`config.mk`:
```
export PLATFORM = sky130hd
export DESIGN_NAME = led7_scan
export DESIGN_NICKNAME = d
export VERILOG_FILES = /design/src/rtl/led7_pkg.sv /design/src/rtl/hex7seg.sv /design/src/rtl/led7_scan.sv
export SDC_FILE = /design/constraint.sdc
export NUM_CORES = 1
export LEC_CHECK = 0
export ABC_AREA = 1
export CAP_MARGIN = 40
export CORE_MARGIN = 1
export CORE_UTILIZATION = 55
export CTS_CLUSTER_SIZE = 28
export DETAILED_ROUTE_END_ITERATION = 16
export PLACE_DENSITY_LB_ADDON = 0.05
export SLEW_MARGIN = 10
export SYNTH_ARGS = -nofsm -noshare
export SYNTH_HDL_FRONTEND = slang
export SYNTH_SLANG_ARGS = --single-unit
```
`constraint.sdc`:
```
create_clock -name clk -period 4.58 [get_ports clk]
set_input_delay 0.458 -clock clk [delete_from_list [all_inputs] [get_ports clk]]
set_output_delay 0.458 -clock clk [all_outputs]
set_load 0.05 [all_outputs]
```
`src/rtl/led7_pkg.sv`:
```
// Shared constants for the 4-digit seven-segment scanner.
package led7_pkg;

    localparam int         NUM_DIGITS = 4;
    localparam logic [6:0] SEG_BLANK  = 7'h7F;

    // Active-low {g,f,e,d,c,b,a} patterns; element n is the glyph for hex digit n.
    localparam logic [15:0][6:0] SEG_TABLE = {
        7'h0E, 7'h06, 7'h21, 7'h46, 7'h03, 7'h08, 7'h10, 7'h00,
        7'h78, 7'h02, 7'h12, 7'h19, 7'h30, 7'h24, 7'h79, 7'h40
    };

endpackage

```
`src/rtl/hex7seg.sv`:
```
// Combinational hex nibble to active-low seven-segment decoder.
module hex7seg
    import led7_pkg::*;
(
    input  logic [3:0] nib,
    output logic [6:0] seg
);

    // Plain table lookup; the glyphs live in the package so all users agree.
    always_comb begin
        seg = SEG_TABLE[nib];
    end

endmodule

```
`src/rtl/led7_scan.sv`:
```
// Multiplexed 4-digit seven-segment driver with per-frame snapshot,
// PWM brightness, leading-zero blanking and registered pin outputs.
module led7_scan
    import led7_pkg::*;
#(
    parameter int PRESCALE = 1024
) (
    input  logic        clk,
    input  logic        reset,
    input  logic [15:0] value,
    input  logic [3:0]  dp,
    input  logic [3:0]  bright,
    input  logic        blank_lz,
    output logic [6:0]  seg,
    output logic        seg_dp,
    output logic [3:0]  an,
    output logic        frame
);

    localparam int PW = $clog2(PRESCALE);

    logic [PW-1:0] pcnt_q, pcnt_d;
    logic [1:0]    dig_q, dig_d;
    logic [15:0]   shadow_q, shadow_d;
    logic [3:0]    dp_sh_q, dp_sh_d;
    logic [6:0]    seg_q, seg_d;
    logic          seg_dp_q, seg_dp_d;
    logic [3:0]    an_q, an_d;
    logic          frame_q, frame_d;

    logic          tick;
    logic          snap;
    logic [3:0]    phase;
    logic [3:0]    nib;
    logic [6:0]    glyph;
    logic [NUM_DIGITS-1:0] lead_zero;
    logic          blanked;
    logic          lit;

    hex7seg u_dec (
        .nib (nib),
        .seg (glyph)
    );

    // Slot timing: prescaler, digit index and the sub-slot PWM phase.
    always_comb begin
        tick  = (pcnt_q == PW'(PRESCALE - 1));
        snap  = tick && (dig_q == 2'd3);
        phase = pcnt_q[PW-1 -: 4];
        nib   = shadow_q[{dig_q, 2'b00} +: 4];
    end

    // lead_zero[d] is set when shadow nibbles d..3 are all zero.
    always_comb begin
        lead_zero = '0;
        lead_zero[NUM_DIGITS-1] = (shadow_q[15:12] == 4'h0);
        for (int d = NUM_DIGITS - 2; d >= 0; d--) begin
            lead_zero[d] = lead_zero[d+1] && (shadow_q[4*d +: 4] == 4'h0);
        end
        blanked = blank_lz && (dig_q != 2'd0) && lead_zero[dig_q];
        // Phase 0 stays dark so the previous digit's segments never ghost.
        lit     = (phase != 4'd0) && (phase <= bright) && !blanked;
    end

    // Next-state: counters advance, shadows reload only at the frame boundary.
    always_comb begin
        pcnt_d   = tick ? '0 : pcnt_q + 1'b1;
        dig_d    = tick ? dig_q + 2'd1 : dig_q;
        shadow_d = snap ? value : shadow_q;
        dp_sh_d  = snap ? dp : dp_sh_q;
        frame_d  = snap;
        seg_d    = SEG_BLANK;
        seg_dp_d = 1'b1;
        an_d     = 4'hF;
        if (lit) begin
            seg_d    = glyph;
            seg_dp_d = ~dp_sh_q[dig_q];
            an_d     = ~(4'b0001 << dig_q);
        end
    end

    // State and output registers; reset wins immediately, no slot completion.
    always_ff @(posedge clk) begin
        if (reset) begin
            pcnt_q   <= '0;
            dig_q    <= 2'd0;
            shadow_q <= 16'h0000;
            dp_sh_q  <= 4'h0;
            seg_q    <= SEG_BLANK;
            seg_dp_q <= 1'b1;
            an_q     <= 4'hF;
            frame_q  <= 1'b0;
        end else begin
            pcnt_q   <= pcnt_d;
            dig_q    <= dig_d;
            shadow_q <= shadow_d;
            dp_sh_q  <= dp_sh_d;
            seg_q    <= seg_d;
            seg_dp_q <= seg_dp_d;
            an_q     <= an_d;
            frame_q  <= frame_d;
        end
    end

    assign seg    = seg_q;
    assign seg_dp = seg_dp_q;
    assign an     = an_q;
    assign frame  = frame_q;

endmodule

```
==> impl_metrics.ini <==
[synthesis]
yosysSeqAreaShare_pct = 36.6
synthTopCellsByArea = dfxtp_1 (37%), nand2_1 (18%), ha_1 (7.6%), nor2_1 (6.1%), nand3b_4 (4.9%)
synthArstFlopShare_pct = 0
synth_warnings = 0
synth_nets = 376
netlist_area_mm2 = 0.00246
syn-mean-instance-area_um2 = 7.37
ys.flop_type = dfxtp_1
ys_top_cells_by_count = nand2_1 (115), dfxtp_1 (45), nor2_1 (40)
synth_top_area_cell = dfxtp_1
synth.most_common_cell = nand2_1
synth_top_area_share_pct = 36.6
postSynthCellCount = 334
synth_seq_cells = 45
synth-edff-count = 0
yosys.cell_types.count = 27

[pwr]
internal_power_uw = 521
power_leakage_nw = 1.36
seq_power_share_pct = 58.8
p_clk_share_pct = 35.7
ir_worst_vdd_uv = 144
p_per_area_mw_per_mm2 = 229
p_comb_share_pct = 5.5
swShare_pct = 22.2
p_switching_uw = 149

[timing]
finClkSkew_ns = 0.00654
setup_viol = 0
rsz0062_at_grt = no
max-slew-margin-rel_pct = 38.6
max_freq_ghz = 0.368
slew_violations = 0
hold_viol_final = 0
period_minus_slack_ns = 2.71
worst_pin_slew_ns = 0.922
setup_tns_ns = 0
holdWs_ns = 0.459
period_share_pct = 59.3

[worst_setup_path]
path_class = flop to flop
critPathRequiredTime_ns = 4.73
crit_path_end_kind = flop
start_kind = flop
cp.arrival_ns = 2.87
path_max_fanout = 29

[clock_network]
cts_inserted_buffers = 5
clk_path_buf_depth = 2
clock_sinks = 45
cts_hold_buffers = 0
cts_root_buf = clkbuf_8
htreeDepth = 2
cts_tree = built
post-cts-setup-buffer-count = 0
cts_resized = 0
clk_pin_slew_ns = 0.09
insertion_delay_ns = 0.29

[min_path]
min_path_type = flop to flop

[floorplanning]
rows = 23
ios = 40
start_util_pct = 59.4
die_x_um = 68.9
die_height_um = 68.9
die-area_mm2 = 0.00475
coreArea_mm2 = 0.00414

[layout]
multiInputGateArea_mm2 = 0.00138
drive_gt1_share_pct = 9.49
fin_cells = 419
seqCellArea_um2 = 901
diodes = 0
fillers = 381
num-nets-final = 410
utilization_pct = 70.5
area_growth_syn_to_layout_pct = 18.7

[detailed_routing]
vias_per_cell = 4.97
num_vias = 2081
post_drt_wl_per_cell_um = 11.3
drtIter0Drc = 123
ant_nets = 0
dr.pass1.iters = 4
wirelength_um = 4730
drc = 0

[placed_design]
hpwlAfterDp_um = 3510
dp_cells = 411
port_buffers = 39
finalWeightedCongestion = 0.899

[grt]
antenna_found_initial = 0
grt-ovfl-total = 0
grt_pass1_vias = 1877
grt_start_max_net_pins = 30
grt.total_usage_pct = 24.2
grt_pass1_wl_um = 8360

[flow_run]
maxCapViolCount = 0

[status]
outcome = finished clean
==> cells in the final DEF (no fill, tap or decap), types with 4 or more instances in the layout <==
cell type,n
nand3b_1,8
dfxtp_1,45
o21ai_0,4
ha_1,15
xor2_1,5
nor2_1,40
inv_1,21
inv_2,6
nand2_1,115
a21oi_2,6
clkbuf_8,5
clkdlybuf4s50_1,39
nand3b_4,6
a21oi_1,12
nand3_1,23
==> layout make-up <==
| cell class | instances | share of cell area, % |
|---|---|---|
| flip-flops and latches | 45 | 30.8 |
| clock inverters | 3 | 0.600 |
| repair buffers | 39 | 13.4 |
| inverters | 27 | 3.47 |
| clock buffers | 5 | 2.36 |
| multi-input cells | 250 | 47.2 |
| well taps | 50 | 2.14 |
==> routing by layer <==
metal / global-route usage, % / vias to the layer above / routed length [um]
met3: 5.76 / 6 / 216
met4: 9.18 / 0 / 85
met2: 38.1 / 50 / 2070
met1: 31.8 / 912 / 2360
li1: - / 1113 / -
met5: 0 / - / 0
==> worst max-delay path: stages, from the launching register on <==
cell and delay (ns):
dfxtp_1 0.61, ha_1 0.86, nand4_2 0.75, nand2_1 0.27, a21oi_2 0.07
==> power by group through the flow <==
| stage | clock network, mW | registers (mW) | logic (mW) |
|---|---|---|---|
| 2_1_floorplan | 0 | 0.403 | 0.0110 |
| 3_3_place_gp | 0 | 0.404 | 0.0361 |
| 3_5_place_dp | 0 | 0.404 | 0.0366 |
| 4_1_cts | 0.247 | 0.394 | 0.0369 |
| 5_1_grt | 0.266 | 0.395 | 0.0411 |
| 6_report | 0.239 | 0.394 | 0.0367 |
==> kinds of logic (layout without fill, tap and decap cells) <==
logic type,after synthesis,count (layout),share of synthesized area [%]
and+or+nand+nor,202,202,39.7
DFF,45,45,36.6
buffers and inverters,39,74,7.32
AOI/OAI and AO/OA,26,26,6.30
adders and majority gates,15,15,7.63
xor gates and xnor gates,7,7,2.49
==> path summary, 6_finish.rpt <==
| path | to | slack (ns) | startpoint | depth (start not counted) |
|---|---|---|---|---|
| setup reg to reg | shadow_q[1] | 1.87 | dig_q[1] | 4 |
| setup / recovery | shadow_q[1] | 1.87 | dig_q[1] | 4 |
| hold reg to reg | pcnt_q[0] | 0.46 | pcnt_q[0] | 1 |
| hold / removal | pcnt_q[0] | 0.46 | pcnt_q[0] | 1 |
==> stage by stage <==
step / area (um2) / power, mW / worst slack (ns)
final: 2920 / 0.670 / 1.87
after global routing: 2920 / 0.702 / 1.62
after CTS: 2920 / 0.678 / 1.89
after detailed placement: 2840 / 0.440 / 1.92
after global placement: 2840 / 0.440 / 1.99
after floorplan: 2460 / 0.414 / 3.04
==> registers in the layout (all words and copies together) (netlist names) <==
signal and cells:
frame 1, seg_dp 1, shadow_q 16, dp_sh_q 4, pcnt_q 10, seg 7
an 4, dig_q 2
Power figures use the tool's default switching activity.
==> edit (same settings) <==
Set the package constant `NUM_DIGITS` to 5 (it was 4).
--- a/src/rtl/led7_pkg.sv
+++ b/src/rtl/led7_pkg.sv
@@ -1,7 +1,7 @@
 // Shared constants for the 4-digit seven-segment scanner.
 package led7_pkg;
 
-    localparam int         NUM_DIGITS = 4;
+    localparam int         NUM_DIGITS = 5;
     localparam logic [6:0] SEG_BLANK  = 7'h7F;
 
     // Active-low {g,f,e,d,c,b,a} patterns; element n is the glyph for hex digit n.
Check against the original RTL: equivalent (Yosys induction, for registers that start in step).
==> edit against the original RTL <==
- total power up 10%
- area after synthesis up 0.31%
- sequential cell count is the same
- worst setup slack better by 0.58 ns
- clock skew fell by 0.0039 ns
- maximum frequency is 27% higher
- final area up 1.7%
- worst hold slack improved by 0.00073 ns
- wire length down 1.1%
- sequential power is essentially flat
- largest power group unchanged
- via count down 0.96%
- critical endpoint is now shadow_q[3]$_SDFFE_PP0P_
==> edit: results (changes against the original RTL) <==
Main synth FF type dfxtp_1; register area share after synthesis 36.49% (-0.11 points); Starting DRT DRC Count 110 (-11%); worst relative slew slack 53.96% (+15 points); Synth area leaders dfxtp_1, nand2_1, ha_1; GR Util All Layers 22.08% (-2.1 points); Lkg Pwr 1.380 nW (+1.4%); R2R Path End shadow_q[3]$_SDFFE_PP0P_; first-pass GRT wire length 7866 um (-5.9%); initial antenna violation count 0 (unchanged); Hold Slack 0.4599 ns (+0.0007330 ns); dpl ws 1.861 ns (-0.06197 ns); Worst Skew 0.002597 ns (-0.003946 ns); port bufs 39 (unchanged); peak supply drop 0.1691 mV (+17%); path depth of the worst reg2reg path 5 (+1); crit path DAT 2.30 ns (-0.57 ns); Core Box Area 4144 um2 (unchanged); final setup violation count 0 (unchanged); Final nets 412 (+0.49%); final worst-path cycle share 46.68% (-13 points); max incr delay on CP 0.62 ns (-0.24 ns); Slowest-stage cell, CP dfxtp_1; Post-CTS Setup Repair Bufs 0 (unchanged); Cell variety after synth 27 (unchanged); Critical path origin dig_q[0]$_SDFFE_PP0P_; number of diodes 0 (unchanged); GPL Wtd Cong 0.8810 (-2.0%); vias in the first global route 1773 (-5.5%); total nets after synthesis 377 (+0.27%); status finished clean; FILL cells 333 (-13%); later-pin clock latency in the skew report 0.29 ns (about the same); Routed WL 4677 um (-1.1%); clk slew on worst S/H paths 0.08 ns; synthesized netlist cell count 335 (+0.30%); DP Area 2840 um2 (+0.18%); clock root cell clkbuf_8; Min-Delay Path Class reg -> reg; R2R setup slack 2.44 ns (+0.58 ns); WL per Instance 11.11 um (-1.6%); via/cell ratio 4.895 (-1.4%); Synth top cells by count nand2_1, dfxtp_1, nor2_1; hpwl dp 3424 um (-2.6%); layout cells sized above 1 9.434% (-0.051 points); register area 900.9 um2 (unchanged); max reg flops 16 (unchanged)
==> edit: cell type report <==
class / count / share of cell area, %
inverter: 28 / 3.537
timing repair buffer: 40 / 13.64
multi-input combinational: 250 / 46.48
sequential: 45 / 30.32
tap: 50 / 2.105
clock buffer: 7 / 2.905
clock inverter: 1 / 1.011
==> edit: logic make-up after synthesis <==
logic type                 share of synthesized area, %
and+or+nand+nor                                   39.38
DFF                                               36.49
buffers and inverters                             7.552
AOI/OAI and AO/OA                                 6.487
adders and majority gates                         7.603
xor gates and xnor gates                          2.484
==> edit: report_power, final <==
| group | switching (W) | internal, W |
|---|---|---|
| clock network | 0.000131 | 0.000178 |
| logic | 0.0000135 | 0.0000229 |
| registers | 0.00000146 | 0.000393 |
| total | 0.000146 | 0.000594 |
==> edit: routing by layer <==
layer  global-route usage [%]  up-vias  wire, um
met5                        0        -         0
met4                    6.122        0        30
met3                    4.934        6       227
met2                    35.92       55      2081
met1                    29.11      878      2337
li1                         -     1122         -
